### src/rtl/ps2_direction_receiver.sv
// PS/2 keyboard receiver: deframes scan codes and drives the snake direction and run level.
// Latency: SYNC_STAGES+2 master_clk cycles from stop-bit edge to key_valid; the PS/2 line has no backpressure.
`timescale 1ns/1ps
module ps2_direction_receiver #(
  parameter int TIMEOUT_CYCLES = 50000,
  parameter int SYNC_STAGES    = 2
) (
  input  logic       master_clk,
  input  logic       reset,
  input  logic       keyboard_clk,
  input  logic       data,
  output logic [4:0] snake_direction,
  output logic       initialize,
  output logic       key_valid,
  output logic [7:0] key_code,
  output logic       key_ext,
  output logic       frame_error
);

  localparam int TW = $clog2(TIMEOUT_CYCLES + 1);

  localparam logic [4:0] DIR_NONE  = 5'b00000;
  localparam logic [4:0] DIR_UP    = 5'b00010;
  localparam logic [4:0] DIR_LEFT  = 5'b00100;
  localparam logic [4:0] DIR_DOWN  = 5'b01000;
  localparam logic [4:0] DIR_RIGHT = 5'b10000;

  typedef enum logic [1:0] {IDLE, DATA, PARITY, STOP} state_t;

  state_t                 state, state_next;
  logic [SYNC_STAGES-1:0] clk_sync, dat_sync;
  logic                   clk_prev;
  logic                   fall;
  logic                   dat_s;
  logic [2:0]             bit_cnt, bit_cnt_next;
  logic [7:0]             shift, shift_next;
  logic                   parity_ok, parity_ok_next;
  logic [TW-1:0]          tcnt;
  logic                   timeout;
  logic                   byte_vld, byte_vld_next;
  logic                   frame_err_next;
  logic                   ext, brk;
  logic [4:0]             req;
  logic                   dir_ok;

  // Idle PS/2 bus is high, so the synchronizers come out of reset at 1.
  always_ff @(posedge master_clk or posedge reset) begin
    if (reset) begin
      clk_sync <= '1;
      dat_sync <= '1;
      clk_prev <= 1'b1;
    end else begin
      clk_sync <= {clk_sync[SYNC_STAGES-2:0], keyboard_clk};
      dat_sync <= {dat_sync[SYNC_STAGES-2:0], data};
      clk_prev <= clk_sync[SYNC_STAGES-1];
    end
  end

  assign fall    = clk_prev & ~clk_sync[SYNC_STAGES-1];
  assign dat_s   = dat_sync[SYNC_STAGES-1];
  assign timeout = (state != IDLE) && !fall && (tcnt == TW'(TIMEOUT_CYCLES - 1));

  always_ff @(posedge master_clk or posedge reset) begin
    if (reset) begin
      tcnt <= '0;
    end else if (fall || state == IDLE || timeout) begin
      tcnt <= '0;
    end else begin
      tcnt <= tcnt + TW'(1);
    end
  end

  always_ff @(posedge master_clk or posedge reset) begin
    if (reset) begin
      state       <= IDLE;
      bit_cnt     <= 3'd0;
      shift       <= 8'h00;
      parity_ok   <= 1'b0;
      byte_vld    <= 1'b0;
      frame_error <= 1'b0;
    end else begin
      state       <= state_next;
      bit_cnt     <= bit_cnt_next;
      shift       <= shift_next;
      parity_ok   <= parity_ok_next;
      byte_vld    <= byte_vld_next;
      frame_error <= frame_err_next;
    end
  end

  always_comb begin
    state_next     = state;
    bit_cnt_next   = bit_cnt;
    shift_next     = shift;
    parity_ok_next = parity_ok;
    byte_vld_next  = 1'b0;
    frame_err_next = 1'b0;
    if (timeout) begin
      state_next     = IDLE;
      frame_err_next = 1'b1;
    end else if (fall) begin
      case (state)
        IDLE: begin
          if (!dat_s) begin
            state_next   = DATA;
            bit_cnt_next = 3'd0;
          end
        end
        DATA: begin
          shift_next   = {dat_s, shift[7:1]};
          bit_cnt_next = bit_cnt + 3'd1;
          if (bit_cnt == 3'd7) state_next = PARITY;
        end
        PARITY: begin
          parity_ok_next = ^{shift, dat_s};
          state_next     = STOP;
        end
        STOP: begin
          if (dat_s && parity_ok) byte_vld_next  = 1'b1;
          else                    frame_err_next = 1'b1;
          state_next = IDLE;
        end
        default: state_next = IDLE;
      endcase
    end
  end

  function automatic logic [4:0] opposite(input logic [4:0] d);
    case (d)
      DIR_UP:    opposite = DIR_DOWN;
      DIR_DOWN:  opposite = DIR_UP;
      DIR_LEFT:  opposite = DIR_RIGHT;
      DIR_RIGHT: opposite = DIR_LEFT;
      default:   opposite = DIR_NONE;
    endcase
  endfunction

  always_comb begin
    req = DIR_NONE;
    case (shift)
      8'h75:   req = DIR_UP;
      8'h6B:   req = DIR_LEFT;
      8'h72:   req = DIR_DOWN;
      8'h74:   req = DIR_RIGHT;
      default: req = DIR_NONE;
    endcase
    dir_ok = initialize && (req != DIR_NONE) && (req != opposite(snake_direction));
  end

  // Prefix bytes only set flags; a byte after F0 is a release and is swallowed.
  always_ff @(posedge master_clk or posedge reset) begin
    if (reset) begin
      snake_direction <= DIR_NONE;
      initialize      <= 1'b0;
      key_valid       <= 1'b0;
      key_code        <= 8'h00;
      key_ext         <= 1'b0;
      ext             <= 1'b0;
      brk             <= 1'b0;
    end else begin
      key_valid <= 1'b0;
      if (timeout) begin
        ext <= 1'b0;
        brk <= 1'b0;
      end else if (byte_vld) begin
        if (shift == 8'hE0) begin
          ext <= 1'b1;
        end else if (shift == 8'hF0) begin
          brk <= 1'b1;
        end else if (brk) begin
          ext <= 1'b0;
          brk <= 1'b0;
        end else begin
          key_valid <= 1'b1;
          key_code  <= shift;
          key_ext   <= ext;
          ext       <= 1'b0;
          if (ext) begin
            if (dir_ok) snake_direction <= req;
          end else if (shift == 8'h76) begin
            initialize      <= ~initialize;
            snake_direction <= DIR_NONE;
          end
        end
      end
    end
  end

endmodule

### config.mk
export PLATFORM = sky130hd
export DESIGN_NAME = ps2_direction_receiver
export DESIGN_NICKNAME = d
export VERILOG_FILES = /design/src/rtl/ps2_direction_receiver.sv
export SDC_FILE = /design/constraint.sdc
export NUM_CORES = 1
export LEC_CHECK = 0
export BUFFER_PORTS_ARGS = -buffer_cell sky130_fd_sc_hd__buf_2
export CORE_UTILIZATION = 53
export CTS_BUF_LIST = sky130_fd_sc_hd__clkbuf_4 sky130_fd_sc_hd__clkbuf_8 sky130_fd_sc_hd__clkbuf_16
export DETAILED_ROUTE_END_ITERATION = 16
export PLACE_DENSITY = 0.75
export SETUP_SLACK_MARGIN = 0.2
export SYNTH_ARGS = -nofsm -noshare
export SYNTH_HDL_FRONTEND = slang
export SYNTH_SLANG_ARGS = --single-unit
### constraint.sdc
create_clock -name master_clk -period 1.9 [get_ports master_clk]
set_input_delay 0.38 -clock master_clk [delete_from_list [all_inputs] [get_ports master_clk]]
set_output_delay 0.38 -clock master_clk [all_outputs]
set_load 0.01 [all_outputs]
# Word level (Yosys, flattened, before mapping)
# Cells that the tools add are included.
# word_totals
reg_bits,55
input_bits,4
output_inout_bits,17
word_cells,109
# op_classes
add_sub_neg,2
n_eq_ne,23
n_mux,34
bitwise,8
reduce_logical,25
# ops
op,n
"equality test 8 x 7 -> 1 bit, second input constant",5
one-hot mux 5 bit (4 select lines),2
two-way mux 1 bit,21
"adder 16 x 1 -> 16 bit, second input constant",1
"equality test 16 bit, second input constant",1
"equality test 8 bit, second input constant",2
two-way mux 16 bit,1
two-way mux 5 bit,3
AND reduction 7 bit,2
nonzero test 2 bit,5
"!= test 3 bit, second input constant",3
AND reduction 3 bit,3
XOR reduction 9 bit,1
two-way mux 2 bit,4
one-hot mux 2 bit (4 select lines),1
NOT 1 bit,7
one-hot mux 3 bit (2 select lines),1
"equality test 5 x 2 -> 1 bit, second input constant",1
"equality test 5 x 3 -> 1 bit, second input constant",1
"equality test 5 x 4 -> 1 bit, second input constant",1
"equality test 5 bit, second input constant",1
logical AND 1 bit,5
!= test 5 bit,1
AND reduction 5 bit,1
other kinds (14),18

# Depth between registers and ports, before layout
# logic_depth
word_depth,7
ltp_mapped,8

# Worst setup path before layout
# Ideal clock, no wire load.
# synth_path
kind,register -> register
start,reg shift[4]
end,reg snake_direction[3]
t_arrival_ns,1.760
slack_ns,0.019
stages_incl_launch_ff,7
path_cell_list,dfrtp_1 > and4bb_1 > a32oi_1 > or4_1 > a22oi_2 > nor3_1 > a22o_1
# synth_via
elab_chain_len,7
# synth_rtl
item,line,rtl
"start, declared",36,"logic [7:0] shift, shift_next;"
"start signal, assigned",84,shift <= shift_next;
equality test 8 x 7 -> 1 bit,140,case (shift)
one-hot mux 5 bit (4 select lines),140,
nonzero test 5 bit,147,dir_ok = initialize && (req != DIR_NONE) && (req != opposite(snake_direction));
logical AND 1 bit (2 in series),147,
!= test 2 x 1 -> 1 bit (no line),n/a,
AND reduction 7 bit (no line),n/a,
"end signal, assigned",179,if (dir_ok) snake_direction <= req;
"end, declared",12,"output logic [4:0] snake_direction,"
# Several ways; a longest one is shown, not always the timed one. The select of a mux whose other input is x is not followed.
# A chain may end at the register's enable or synchronous reset.

# Final worst setup path
# layout_path
start,reg tcnt[4]
end,reg key_code[2]
# layout_via
elab_chain_len,4
# layout_rtl
item,line,rtl
"start, declared",38,logic [TW-1:0] tcnt;
"start signal, assigned",69,tcnt <= tcnt + TW'(1);
equality test 16 bit,61,assign timeout = (state != IDLE) && !fall && (tcnt == TW'(TIMEOUT_CYCLES - 1));
logical AND 1 bit,61,
NOT 1 bit (no line),n/a,
AND reduction 5 bit (no line),n/a,
"end signal, assigned",175,key_code <= shift;
"end, declared",15,"output logic [7:0] key_code,"
# No other way between the ends.

==> out/results.ini <==
[worst_setup_path]
worstSetupStartpointType=flip-flop
r2r_setup_slack_ps=-70
critPathArrivalTime_ps=2170
cp-end-kind=flip-flop
r2r_cells=6
worstSetupPathType=flip-flop to flip-flop
critical_path_peak_fanout=11
worstPathRequired_ps=2090

[yosys]
ys_seq_area_frac=0.5142
synth_seq_cells=54
avgSynthCellArea_sq_um=10.95
ys_types=47
synthCells=241
yosys_warnings=0
synth_nets=253
synthFlopType=dfrtp_1
netlist_area_sq_um=2640
ys_async_sr_fraction=1.000
synth_edf_count=0

[route]
wire_per_inst_um=14.50
drt_pass1_iterations=4
wl_um=5349
vias_per_cell=5.228
vias=1929
ant_nets=0
drt_iter0_markers=83
drc=0

[floorplan]
die_x_um=72.58
core_area_sq_um=4755
ios=21
rows=25
initial_core_util=0.5553
dieArea_sq_um=5267
die_h_um=72.58

[hold_path]
worstHoldPathType=input port to async pin

[finish]
area_delta_synth_final_pct=28.06
drive_gt1_frac=0.3940
layout_common_cells=dfrtp_1 (48), buf_4 (36), nor2_1 (24), buf_2 (19), nand2_1 (18)
n_antenna_cell=0
final_nets=313
finish.instance_area_sq_um=3381
layout_commonest_cell=dfrtp_1

[power]
power_w=0.003521
power_density_nw_per_um2=1041
vdd_ir_drop_max_uv=863.2
p_leak_nw=1.664

[timing]
max_freq_mhz=506.9
skew_ps=9.973
setup-violations-final=13
rsz0062_at_grt=yes
period_needed_ps=1973
finalWorstSetupSlack_ps=-72.78
finalHoldViolations=0
slew_violations=0
post-route-period-util=1.038

[clock_network]
cts_buffers=5
ctsHoldBuffers=0
root_buffer=clkbuf_8
cts_sinks=54
clk_pin_slew_ps=100
tritoncts=done
htreeDepth=2
clk_latency_ps=310
clk_path_buf_depth=2

[placed_design]
hpwl_um=3524
placed_cell_area_sq_um=3062
port_buffers=19
gp_congestion=0.8055

[flow_run]
maxCapViolCount=0

[global_routing]
grt_usage=0.2159
grt_overflow=0
grt_pass1_vias=1865
top_usage_layer=met2
gr-usage-met3=0.04006
antenna_found_initial=0
use_met1=0.2932
grt_pass1_wl_um=8659
grt_max_degree=55
use_met2=0.3531

[outcome]
outcome=finished with violations
violations=negative setup slack

## state kept, by name, indices dropped and copies added, names as in the netlist, 2 cells and up
name             flops
tcnt                16
key_code             8
shift                8
snake_direction      4
bit_cnt              3
clk_sync             2
dat_sync             2
state                2
## synthesized netlist by cell type, types with 7 or more instances
| library cell | number | area [sq um] |
|---|---|---|
| dfrtp_1 | 49 | 1226 |
| inv_1 | 8 | 30.03 |
| mux2_2 | 7 | 78.83 |
| a22o_1 | 8 | 70.07 |
| nor2_1 | 28 | 105.1 |
| mux2_1 | 8 | 90.09 |
| nand2_1 | 22 | 82.58 |
| ha_1 | 8 | 100.1 |
| nand3_1 | 8 | 40.04 |
| xor2_1 | 9 | 78.83 |
| xnor2_1 | 15 | 131.4 |
## what timing repair did
action                                  CTS  global route
resized for setup                        17            21
pin swaps                                11             9
endpoints found under the setup margin   29            26
buffers inserted                          7             2
## per-stage QoR
| stage | hold WS [ps] | util | setup TNS [ps] | std cells | setup slack (ps) |
|---|---|---|---|---|---|
| floorplan | 345.2 | - | 0 | 241 | 49.14 |
| global placement | 345.8 | 0.6439 | -778.9 | 352 | -70.50 |
| detailed placement | 347.2 | 0.6439 | -1761 | 352 | -153.0 |
| CTS | 109.3 | 0.6932 | -56.52 | 367 | -27.22 |
| global route | 122.6 | 0.7111 | -1234 | 369 | -128.7 |
| finish | 100.2 | 0.7111 | -601.8 | 369 | -72.78 |
## per-layer routing
metal,share of wire,routed length (um)
met5,0,0
met4,0.013,70
met2,0.50,2648
met3,0.022,116
met1,0.47,2514
## kinds of logic (layout without fill, tap and decap cells)
family | count (synthesis) | in the layout | synth area share
simple gates | 94 | 94 | 0.1882
flops | 54 | 54 | 0.5142
compound gates | 29 | 29 | 0.08626
xor+xnor | 24 | 24 | 0.07962
mux | 16 | 16 | 0.06778
buf+inv | 15 | 76 | 0.02464
fa+ha+maj | 8 | 8 | 0.03792
other cells | 1 | 1 | 0.001420
## area by class of cell
cell class	count	area (sq um)
tap	67	83.83
clock inverter	3	40.04
sequential	54	1359
multi-input combinational	172	1360
fill	353	1374
timing repair buffer	60	439.2
clock buffer	5	68.82
inverter	8	30.03
## path summary, 6_finish.rpt
kind,from,endpoint
worst min-delay path,reset,key_code[0]$_DFFE_PP0P_
max in group asynchronous,reset,clk_prev$_DFF_PP1_
worst min register to register,clk_sync[0]$_DFF_PP1_,clk_sync[1]$_DFF_PP1_
min in group master_clk,keyboard_clk,clk_sync[0]$_DFF_PP1_
worst max register to register,tcnt[4]$_DFF_PP0_,key_code[2]$_DFFE_PP0P_
worst max-delay path,tcnt[4]$_DFF_PP0_,key_code[2]$_DFFE_PP0P_
## critical path, cell delays in order (launching register included)
cell      delay, ps
dfrtp_1         390
nor4bb_2        350
nand4_1         170
buf_6           160
o31ai_4         270
buf_12          190
mux2_1          320
## power by group
group / internal, W / leakage [nW] / switching (W) / total, W
Combinational: 0.000665 / 0.887 / 0.000620 / 0.00128
Sequential: 0.00132 / 0.719 / 0.000149 / 0.00147
Clock: 0.000388 / 0.0579 / 0.000379 / 0.000767
Total: 0.00237 / 1.66 / 0.00115 / 0.00352
Power figures use the tool's default switching activity.
